## src/rtl/traffic_phase_ctrl_if.sv

```systemverilog
// Lamp/countdown bundle between the phase sequencer and the display side.
// The night input exists only when NIGHT_FLASH_EN is defined.
interface traffic_phase_ctrl_if;
    logic       en;
`ifdef NIGHT_FLASH_EN
    logic       night;
`endif
    logic [4:0] s_ch1;
    logic [4:0] s_dv1;
    logic [4:0] s_ch2;
    logic [4:0] s_dv2;
    logic [2:0] light1;
    logic [2:0] light2;
    logic       tick;

    modport master (
        input  en,
`ifdef NIGHT_FLASH_EN
        input  night,
`endif
        output s_ch1, s_dv1, s_ch2, s_dv2,
        output light1, light2, tick
    );

    modport slave (
        output en,
`ifdef NIGHT_FLASH_EN
        output night,
`endif
        input  s_ch1, s_dv1, s_ch2, s_dv2,
        input  light1, light2, tick
    );
endinterface

```

## src/rtl/traffic_phase_ctrl.sv

```systemverilog
// Two-road intersection sequencer with per-road BCD countdowns.
// Define NIGHT_FLASH_EN to add the night flashing-yellow mode.
module traffic_phase_ctrl #(
    parameter int TICK_DIV = 50000000,
    parameter int GREEN_T  = 25,
    parameter int YELLOW_T = 3
) (
    input logic                      clk,
    input logic                      rst_n,
    traffic_phase_ctrl_if.master     bus
);
    localparam int RED_T = GREEN_T + YELLOW_T;
    localparam int CW    = $clog2(TICK_DIV);

    localparam logic [CW-1:0] LAST  = CW'(TICK_DIV - 1);
    localparam logic [7:0]    G_BCD = {4'(GREEN_T / 10), 4'(GREEN_T % 10)};
    localparam logic [7:0]    Y_BCD = {4'(YELLOW_T / 10), 4'(YELLOW_T % 10)};
    localparam logic [7:0]    R_BCD = {4'(RED_T / 10), 4'(RED_T % 10)};

    localparam logic [2:0] L_RED = 3'b100;
    localparam logic [2:0] L_YEL = 3'b010;
    localparam logic [2:0] L_GRN = 3'b001;

`ifdef NIGHT_FLASH_EN
    typedef enum logic [2:0] {G1R2, Y1R2, R1G2, R1Y2, NIGHT} state_t;
`else
    typedef enum logic [1:0] {G1R2, Y1R2, R1G2, R1Y2} state_t;
`endif

    state_t        state_q, state_d;
    logic [CW-1:0] cnt_q;
    logic          tick_q;
    logic [7:0]    r1_q, r1_d;
    logic [7:0]    r2_q, r2_d;
    logic [2:0]    l1_q, l1_d;
    logic [2:0]    l2_q, l2_d;
    logic          r1_one, r2_one;
`ifdef NIGHT_FLASH_EN
    logic          flash_q, flash_d;
`endif

    function automatic logic [7:0] bcd_dec(input logic [7:0] v);
        if (v[3:0] == 4'd0)
            return {v[7:4] - 4'd1, 4'd9};
        return {v[7:4], v[3:0] - 4'd1};
    endfunction

    assign r1_one = (r1_q == 8'h01);
    assign r2_one = (r2_q == 8'h01);

    // The wrap tick is registered here regardless of what en does next cycle.
    always_ff @(posedge clk or negedge rst_n) begin
        if (!rst_n) begin
            cnt_q  <= '0;
            tick_q <= 1'b0;
        end else begin
            tick_q <= bus.en && (cnt_q == LAST);
            if (bus.en)
                cnt_q <= (cnt_q == LAST) ? '0 : cnt_q + 1'b1;
        end
    end

    always_ff @(posedge clk or negedge rst_n) begin
        if (!rst_n) begin
            state_q <= G1R2;
            r1_q    <= G_BCD;
            r2_q    <= R_BCD;
            l1_q    <= L_GRN;
            l2_q    <= L_RED;
`ifdef NIGHT_FLASH_EN
            flash_q <= 1'b0;
`endif
        end else begin
            state_q <= state_d;
            r1_q    <= r1_d;
            r2_q    <= r2_d;
            l1_q    <= l1_d;
            l2_q    <= l2_d;
`ifdef NIGHT_FLASH_EN
            flash_q <= flash_d;
`endif
        end
    end

    always_comb begin
        state_d = state_q;
        r1_d    = r1_q;
        r2_d    = r2_q;
`ifdef NIGHT_FLASH_EN
        flash_d = flash_q;
`endif
        if (tick_q) begin
            unique case (state_q)
                G1R2: begin
                    r1_d = r1_one ? Y_BCD : bcd_dec(r1_q);
                    r2_d = r2_one ? G_BCD : bcd_dec(r2_q);
                    if (r1_one) state_d = Y1R2;
                end
                Y1R2: begin
                    r1_d = r1_one ? R_BCD : bcd_dec(r1_q);
                    r2_d = r2_one ? G_BCD : bcd_dec(r2_q);
                    if (r1_one) state_d = R1G2;
                end
                R1G2: begin
                    r1_d = r1_one ? G_BCD : bcd_dec(r1_q);
                    r2_d = r2_one ? Y_BCD : bcd_dec(r2_q);
                    if (r2_one) state_d = R1Y2;
                end
                R1Y2: begin
                    r1_d = r1_one ? G_BCD : bcd_dec(r1_q);
                    r2_d = r2_one ? R_BCD : bcd_dec(r2_q);
                    if (r2_one) state_d = G1R2;
                end
`ifdef NIGHT_FLASH_EN
                NIGHT: begin
                end
`endif
            endcase
        end
`ifdef NIGHT_FLASH_EN
        // Night overrides everything; leaving waits for the next tick.
        if (bus.night) begin
            r1_d = '0;
            r2_d = '0;
            if (state_q != NIGHT) begin
                state_d = NIGHT;
                flash_d = 1'b1;
            end else if (tick_q) begin
                flash_d = ~flash_q;
            end
        end else if (state_q == NIGHT) begin
            r1_d = '0;
            r2_d = '0;
            if (tick_q) begin
                state_d = G1R2;
                r1_d    = G_BCD;
                r2_d    = R_BCD;
            end
        end
`endif
    end

    always_comb begin
        l1_d = L_GRN;
        l2_d = L_RED;
        unique case (state_d)
            G1R2: begin l1_d = L_GRN; l2_d = L_RED; end
            Y1R2: begin l1_d = L_YEL; l2_d = L_RED; end
            R1G2: begin l1_d = L_RED; l2_d = L_GRN; end
            R1Y2: begin l1_d = L_RED; l2_d = L_YEL; end
`ifdef NIGHT_FLASH_EN
            NIGHT: begin
                l1_d = flash_d ? L_YEL : 3'b000;
                l2_d = flash_d ? L_YEL : 3'b000;
            end
`endif
        endcase
    end

    assign bus.s_ch1  = {1'b0, r1_q[7:4]};
    assign bus.s_dv1  = {1'b0, r1_q[3:0]};
    assign bus.s_ch2  = {1'b0, r2_q[7:4]};
    assign bus.s_dv2  = {1'b0, r2_q[3:0]};
    assign bus.light1 = l1_q;
    assign bus.light2 = l2_q;
    assign bus.tick   = tick_q;
endmodule

```

## src/flat_wrapper.sv

```systemverilog
// flat-port wrapper written by rule: the top's interface ports become plain ports
module traffic_phase_ctrl_flat 
#(
    parameter int TICK_DIV = 50000000,
    parameter int GREEN_T  = 25,
    parameter int YELLOW_T = 3
)
  (clk, rst_n, bus_en, bus_s_ch1, bus_s_dv1, bus_s_ch2, bus_s_dv2, bus_light1, bus_light2, bus_tick);
  traffic_phase_ctrl_if bus_i ();
  input logic clk;
  input logic rst_n;
  input wire logic [$bits(bus_i.en)-1:0] bus_en;
  output wire logic [$bits(bus_i.s_ch1)-1:0] bus_s_ch1;
  output wire logic [$bits(bus_i.s_dv1)-1:0] bus_s_dv1;
  output wire logic [$bits(bus_i.s_ch2)-1:0] bus_s_ch2;
  output wire logic [$bits(bus_i.s_dv2)-1:0] bus_s_dv2;
  output wire logic [$bits(bus_i.light1)-1:0] bus_light1;
  output wire logic [$bits(bus_i.light2)-1:0] bus_light2;
  output wire logic [$bits(bus_i.tick)-1:0] bus_tick;
  assign bus_i.en = bus_en;
  assign bus_s_ch1 = bus_i.s_ch1;
  assign bus_s_dv1 = bus_i.s_dv1;
  assign bus_s_ch2 = bus_i.s_ch2;
  assign bus_s_dv2 = bus_i.s_dv2;
  assign bus_light1 = bus_i.light1;
  assign bus_light2 = bus_i.light2;
  assign bus_tick = bus_i.tick;
  traffic_phase_ctrl #(.TICK_DIV(TICK_DIV), .GREEN_T(GREEN_T), .YELLOW_T(YELLOW_T)) u_core (.clk(clk), .rst_n(rst_n), .bus(bus_i));
endmodule
```

## config.mk

```make
export PLATFORM = sky130hd
export DESIGN_NAME = traffic_phase_ctrl_flat
export DESIGN_NICKNAME = d
export VERILOG_FILES = /design/src/rtl/traffic_phase_ctrl_if.sv /design/src/rtl/traffic_phase_ctrl.sv /design/src/flat_wrapper.sv
export SDC_FILE = /design/constraint.sdc
export NUM_CORES = 1
export LEC_CHECK = 0
export BUFFER_PORTS_ARGS = -buffer_cell sky130_fd_sc_hd__buf_2
export CORE_MARGIN = 2
export CORE_UTILIZATION = 40
export DETAILED_ROUTE_END_ITERATION = 8
export GPL_ROUTABILITY_DRIVEN = 0
export MAX_ROUTING_LAYER = met4
export SETUP_SLACK_MARGIN = 0.15
export SYNTH_ARGS = -nofsm -noshare
export SYNTH_HDL_FRONTEND = slang
export SYNTH_SLANG_ARGS = --single-unit
```

## constraint.sdc

```tcl
create_clock -name clk -period 2.65 [get_ports clk]
set_input_delay 0.3975 -clock clk [delete_from_list [all_inputs] [get_ports clk]]
set_output_delay 0.3975 -clock clk [all_outputs]
set_load 0.005 [all_outputs]
```

# Yosys cells after proc, flatten, opt, wreduce, memory -nomap -nowiden
# Cells that the tools add are included.
# word_totals
regBits	51
in_bits	3
output_inout_bits	27
elab_cells	87
# classes
n_addsub	5
eq_ne	17
muxes	47
n_reduce_logical	9
# op_table
op	n
$mux W8	18
$pmux W8 S4	2
$add A26 B1 Y26 const B	1
$eq A26 B26 Y1 const B	1
$mux W26	1
$ne A3 B1 Y1 const B	8
$mux W1	18
$pmux W3 S3	2
$eq A8 B1 Y1 const B	2
$sub A4 B1 Y4 const B	4
$mux W2	5
$reduce_and A5 Y1	2
$eq A2 B2 Y1 const B	4
$logic_not A4 Y1	2
$pmux W2 S4	1
$eq A2 B1 Y1 const B	2
$logic_not A2 Y1	2
$reduce_or A2 Y1	2
$logic_and A1 B1 Y1	1

# Logic depth before layout (Yosys ltp)
# logic_depth
depth_word	7
depth_mapped	7
ltp_nobuf	7

# Least setup slack after synthesis
# No wires, ideal clock.
# synth_path
kind	reg2reg
startpoint	register u_core.r2_q[1]
endpoint	register u_core.l1_q[0] (netlist: u_core.bus.light1[0])
setup_ps	82
arrival_time_ps	1953
required_ps	2568
setup_slack_ps	616
path_stages_with_launch	8
n_path_buf	1
period_less_slack_ps	2034
cell_sequence	dfrtp_1 -> inv_1 -> ha_1 -> or4b_1 -> or2_2 -> clkbuf_1 -> o221a_2 -> nor3_1
# synth_via
elab_chain_len	7
elab_cells_between_ends	11
cone_classes	eq/ne (4); mux (5); reduce/logical (2)
# synth_lines
element	line_no	rtl
start, declared	traffic_phase_ctrl.sv:34	logic [7:0] r2_q, r2_d;
start signal, assigned	traffic_phase_ctrl.sv:76	r2_q <= r2_d;
$eq A8 B1 Y1 *	traffic_phase_ctrl.sv:49	assign r2_one = (r2_q == 8'h01);
$mux W2, on equally long branches	traffic_phase_ctrl.sv:112, traffic_phase_ctrl.sv:107	
$pmux W2 S4 *	traffic_phase_ctrl.sv:93	unique case (state_q)
$mux W2 *	traffic_phase_ctrl.sv:92	if (tick_q) begin
$eq A2 B2 Y1	traffic_phase_ctrl.sv:146	unique case (state_d)
$reduce_or A2 Y1 (no source line)	-	
$pmux W3 S3 *	traffic_phase_ctrl.sv:146	
via u_core.l1_d[0]	traffic_phase_ctrl.sv:35	logic [2:0] l1_q, l1_d;
end signal, assigned	traffic_phase_ctrl.sv:77	l1_q <= l1_d;
end, declared	traffic_phase_ctrl.sv:35	
# Mark *: on every way through the listed nets, which the timed path passes. The rest lies on a longest branch.
# A chain may end at the register's enable or synchronous reset.

# Final worst setup path
# layout_path
startpoint	register u_core.r2_q[1]
endpoint	register u_core.l1_q[1] (netlist: u_core.bus.light1[1])
# The elaborated chain is that of the path after synthesis.

==> summary.md <==
| Metric | Value |
|---|---|
| Worst R2R Start | u_core.r2_q[1] |
| Lkg Pwr | 1.42 nW |
| PD cells | 542 nW/µm² |
| Maximum buffer depth of the clock tree | 2 |
| CTS tree | built |
| Cells after Synth | 289 |
| Largest net degree at the start of global routing | 52 |
| Post-CTS setup repair buffer count | 0 |
| Layout cell share with drive strength beyond 1 | 0.198 |
| Worst-path clk slew | 100 ps |
| Overall die height | 87.6 µm |
| Top sig layer | met4 |
| Resized cells post-CTS | 0 |
| Fin. max-slew vios | 0 |
| Final period util | 0.838 |
| Slowest stage delay, CP | 510 ps |
| Via Count | 2256 |
| Slew @ Worst Pin | 914 ps |
| Initial DRT Pass Iterations | 4 |
| Syn Std Cell Area | 2800 µm² |
| Final Util | 0.464 |
| Yosys Warn Count | 0 |
| Count of cell types in the netlist | 59 |
| Max VDD drop | 0.327 mV |
| Seq cells post-synth | 51 |
| WL met2 | 2.75 mm |
| RSZ-0062 raised after global routing | false |
| Initial core utilization | 0.412 |
| RR Endpoint | u_core.bus.light1[1] |
| Avg Inst Size Synth | 9.68 µm² |
| Nets | 331 |
| Placed Cells | 406 |
| Post-DP HPWL | 4.04 mm |
| Final setup viols | 0 |
| Root Driver | clkbuf_8 |
| F_max | 450 MHz |
| Core area | 6790 µm² |
| Slew headroom | 0.391 |
| Area grow syn2layout | 12.7% |
| Gr usage total | 0.163 |
| Crit Path Category | flip-flop to flip-flop |
| DR WL met3 | 154 µm |
| Crit path cell chain | inv_1, ha_1, or4b_1, nor3_1, o211ai_1, a21oi_1 |
| Most numerous cell in the Yosys netlist | dfrtp_1 |
| CTS Buf Count | 5 |
| Antenna viol nets, final | 0 |
| CP max FO | 5 |
| Synth area leaders | dfrtp_1 (39%), dfstp_2 (6.6%), ha_1 (4.9%) |
| Async SR Flop Fraction | 1.00 |
| # DRC | 0 |
| Hold_ws | 181 ps |
| CP delay by family, top | simple AND/OR/NAND/NOR gates |
| Synth Flop Type | dfrtp_1 |
| CP Capture Type | flip-flop |
| H-tree Lvls | 2 |
| Vias per std cell | 5.45 |
| WL/cell | 13.9 µm |
| Final setup skew | 9.16 ps |
| Reg2reg path depth | 6 |
| Slowest stage cell on the critical path | nor3_1 |
| Die ar. | 7680 µm² |
| Ant. Diodes | 0 |
| Synth top area share | 0.394 |
| Initial antenna violation count | 0 |
| Clock Latency Late Sink | 310 ps |
| Std-Cell Rows | 30 |
| IO Count | 30 |
| Worst path buffer plus inverter count | 1 |
| Hold crit path type | input port to async pin |
| Grt ovf | 0 |
| Yosys top cell by area | dfrtp_1 |
| Register area share after synthesis | 0.460 |
| Top post-synthesis cells by count | dfrtp_1 (44), nand2_1 (22), inv_1 (21), nor2_1 (19), nand3_1 (16) |
| Max-Cap Viols | 0 |
| CP startpoint kind | flip-flop |
| Finished Layout Cells | 414 |
| Routed WL | 5.76 mm |
| Post-synth EDFFs | 0 |
| Total negative slack | 0 ps |
| CTS sink cnt | 51 |
| Status | completed |
| Vias in the first global route | 2028 |
| Wl on met1 | 2.78 mm |
| DR iter-0 viols | 85 |
| Chip Width | 87.6 µm |
| Cts hold-fix bufs | 0 |
| Flop2flop setup slack | 430 ps |
| Worst endpoint required time | 2880 ps |
| Critical path depth in cells | 6 |
| Critical Path AT | 2450 ps |
| Min Clock Period, post-route | 2220 ps |
| Global-route wire length before repair | 9.66 mm |
| Buffers on Ports | 25 |
| Fin. Hold Viols | 0 |
-- metrics by stage --
stage               cell area (µm²)  power, mW  setup WS, ps
CTS                            3150       1.73           504
finish                         3150       1.71           430
floorplan                      2810       1.06           616
global route                   3150       1.81           298
global placement               3030       1.14           573
detailed placement             3030       1.14           543
-- how the worst max path moves through the flow --
| stage | start | slack (ps) | endpoint |
|---|---|---|---|
| 2_1_floorplan | u_core.r2_q[1] | 620 | u_core.bus.light1[0] |
| 3_3_place_gp | u_core.r2_q[1] | 570 | u_core.bus.light2[0] |
| 3_5_place_dp | u_core.r2_q[1] | 540 | u_core.r2_q[0] |
| 4_1_cts | u_core.r2_q[1] | 500 | u_core.bus.light1[1] |
| 5_1_grt | u_core.r2_q[1] | 300 | u_core.bus.light1[1] |
| 6_report | u_core.r2_q[1] | 430 | u_core.bus.light1[1] |
-- logic make-up after synthesis --
logic type	count (synthesis)	synth area share
and+or+nand+nor	119	0.238
adders and majority gates	11	0.0492
DFF	51	0.460
muxes	4	0.0161
AOI/OAI and AO/OA	59	0.151
xor gates and xnor gates	11	0.0345
other	1	0.00134
buffers and inverters	33	0.0501
-- metal layers --
layer / global-route usage / vias up
met5: - / -
met2: 0.259 / 46
met3: 0.0292 / 8
met1: 0.216 / 1087
li1: - / 1115
met4: 0.0420 / 0
-- where the power goes --
group | switching [mW] | total, mW | internal (mW)
Clock | 0.274 | 0.585 | 0.311
Combinational | 0.114 | 0.207 | 0.0928
Sequential | 0.0789 | 0.917 | 0.838
Total | 0.467 | 1.71 | 1.24
-- placed cells by master, fill, tap and decap left out, types with 11 or more instances in the layout --
cell type,count
o21ai_0,11
buf_2,25
nor3_1,11
nand3_1,16
ha_1,11
a21oi_1,15
nand4_1,12
inv_1,21
nor2_1,19
dfrtp_1,44
nand2_1,22
-- state kept, by name, summed over array words and instances, names as in the netlist --
register and count:
u_core.bus.tick 1, u_core.state_q 2, u_core.r1_q 8, u_core.bus.light2 3, u_core.bus.light1 3, u_core.cnt_q 26, u_core.r2_q 8
-- area by class of cell --
type | instances | area, µm²
clock buffer | 6 | 82.6
clock inverter | 2 | 38.8
fill | 661 | 3640
inverter | 21 | 78.8
multi-input combinational | 208 | 1380
sequential | 51 | 1280
tap | 96 | 120
timing repair buffer | 30 | 163
(Power assumes the default switching activity.)
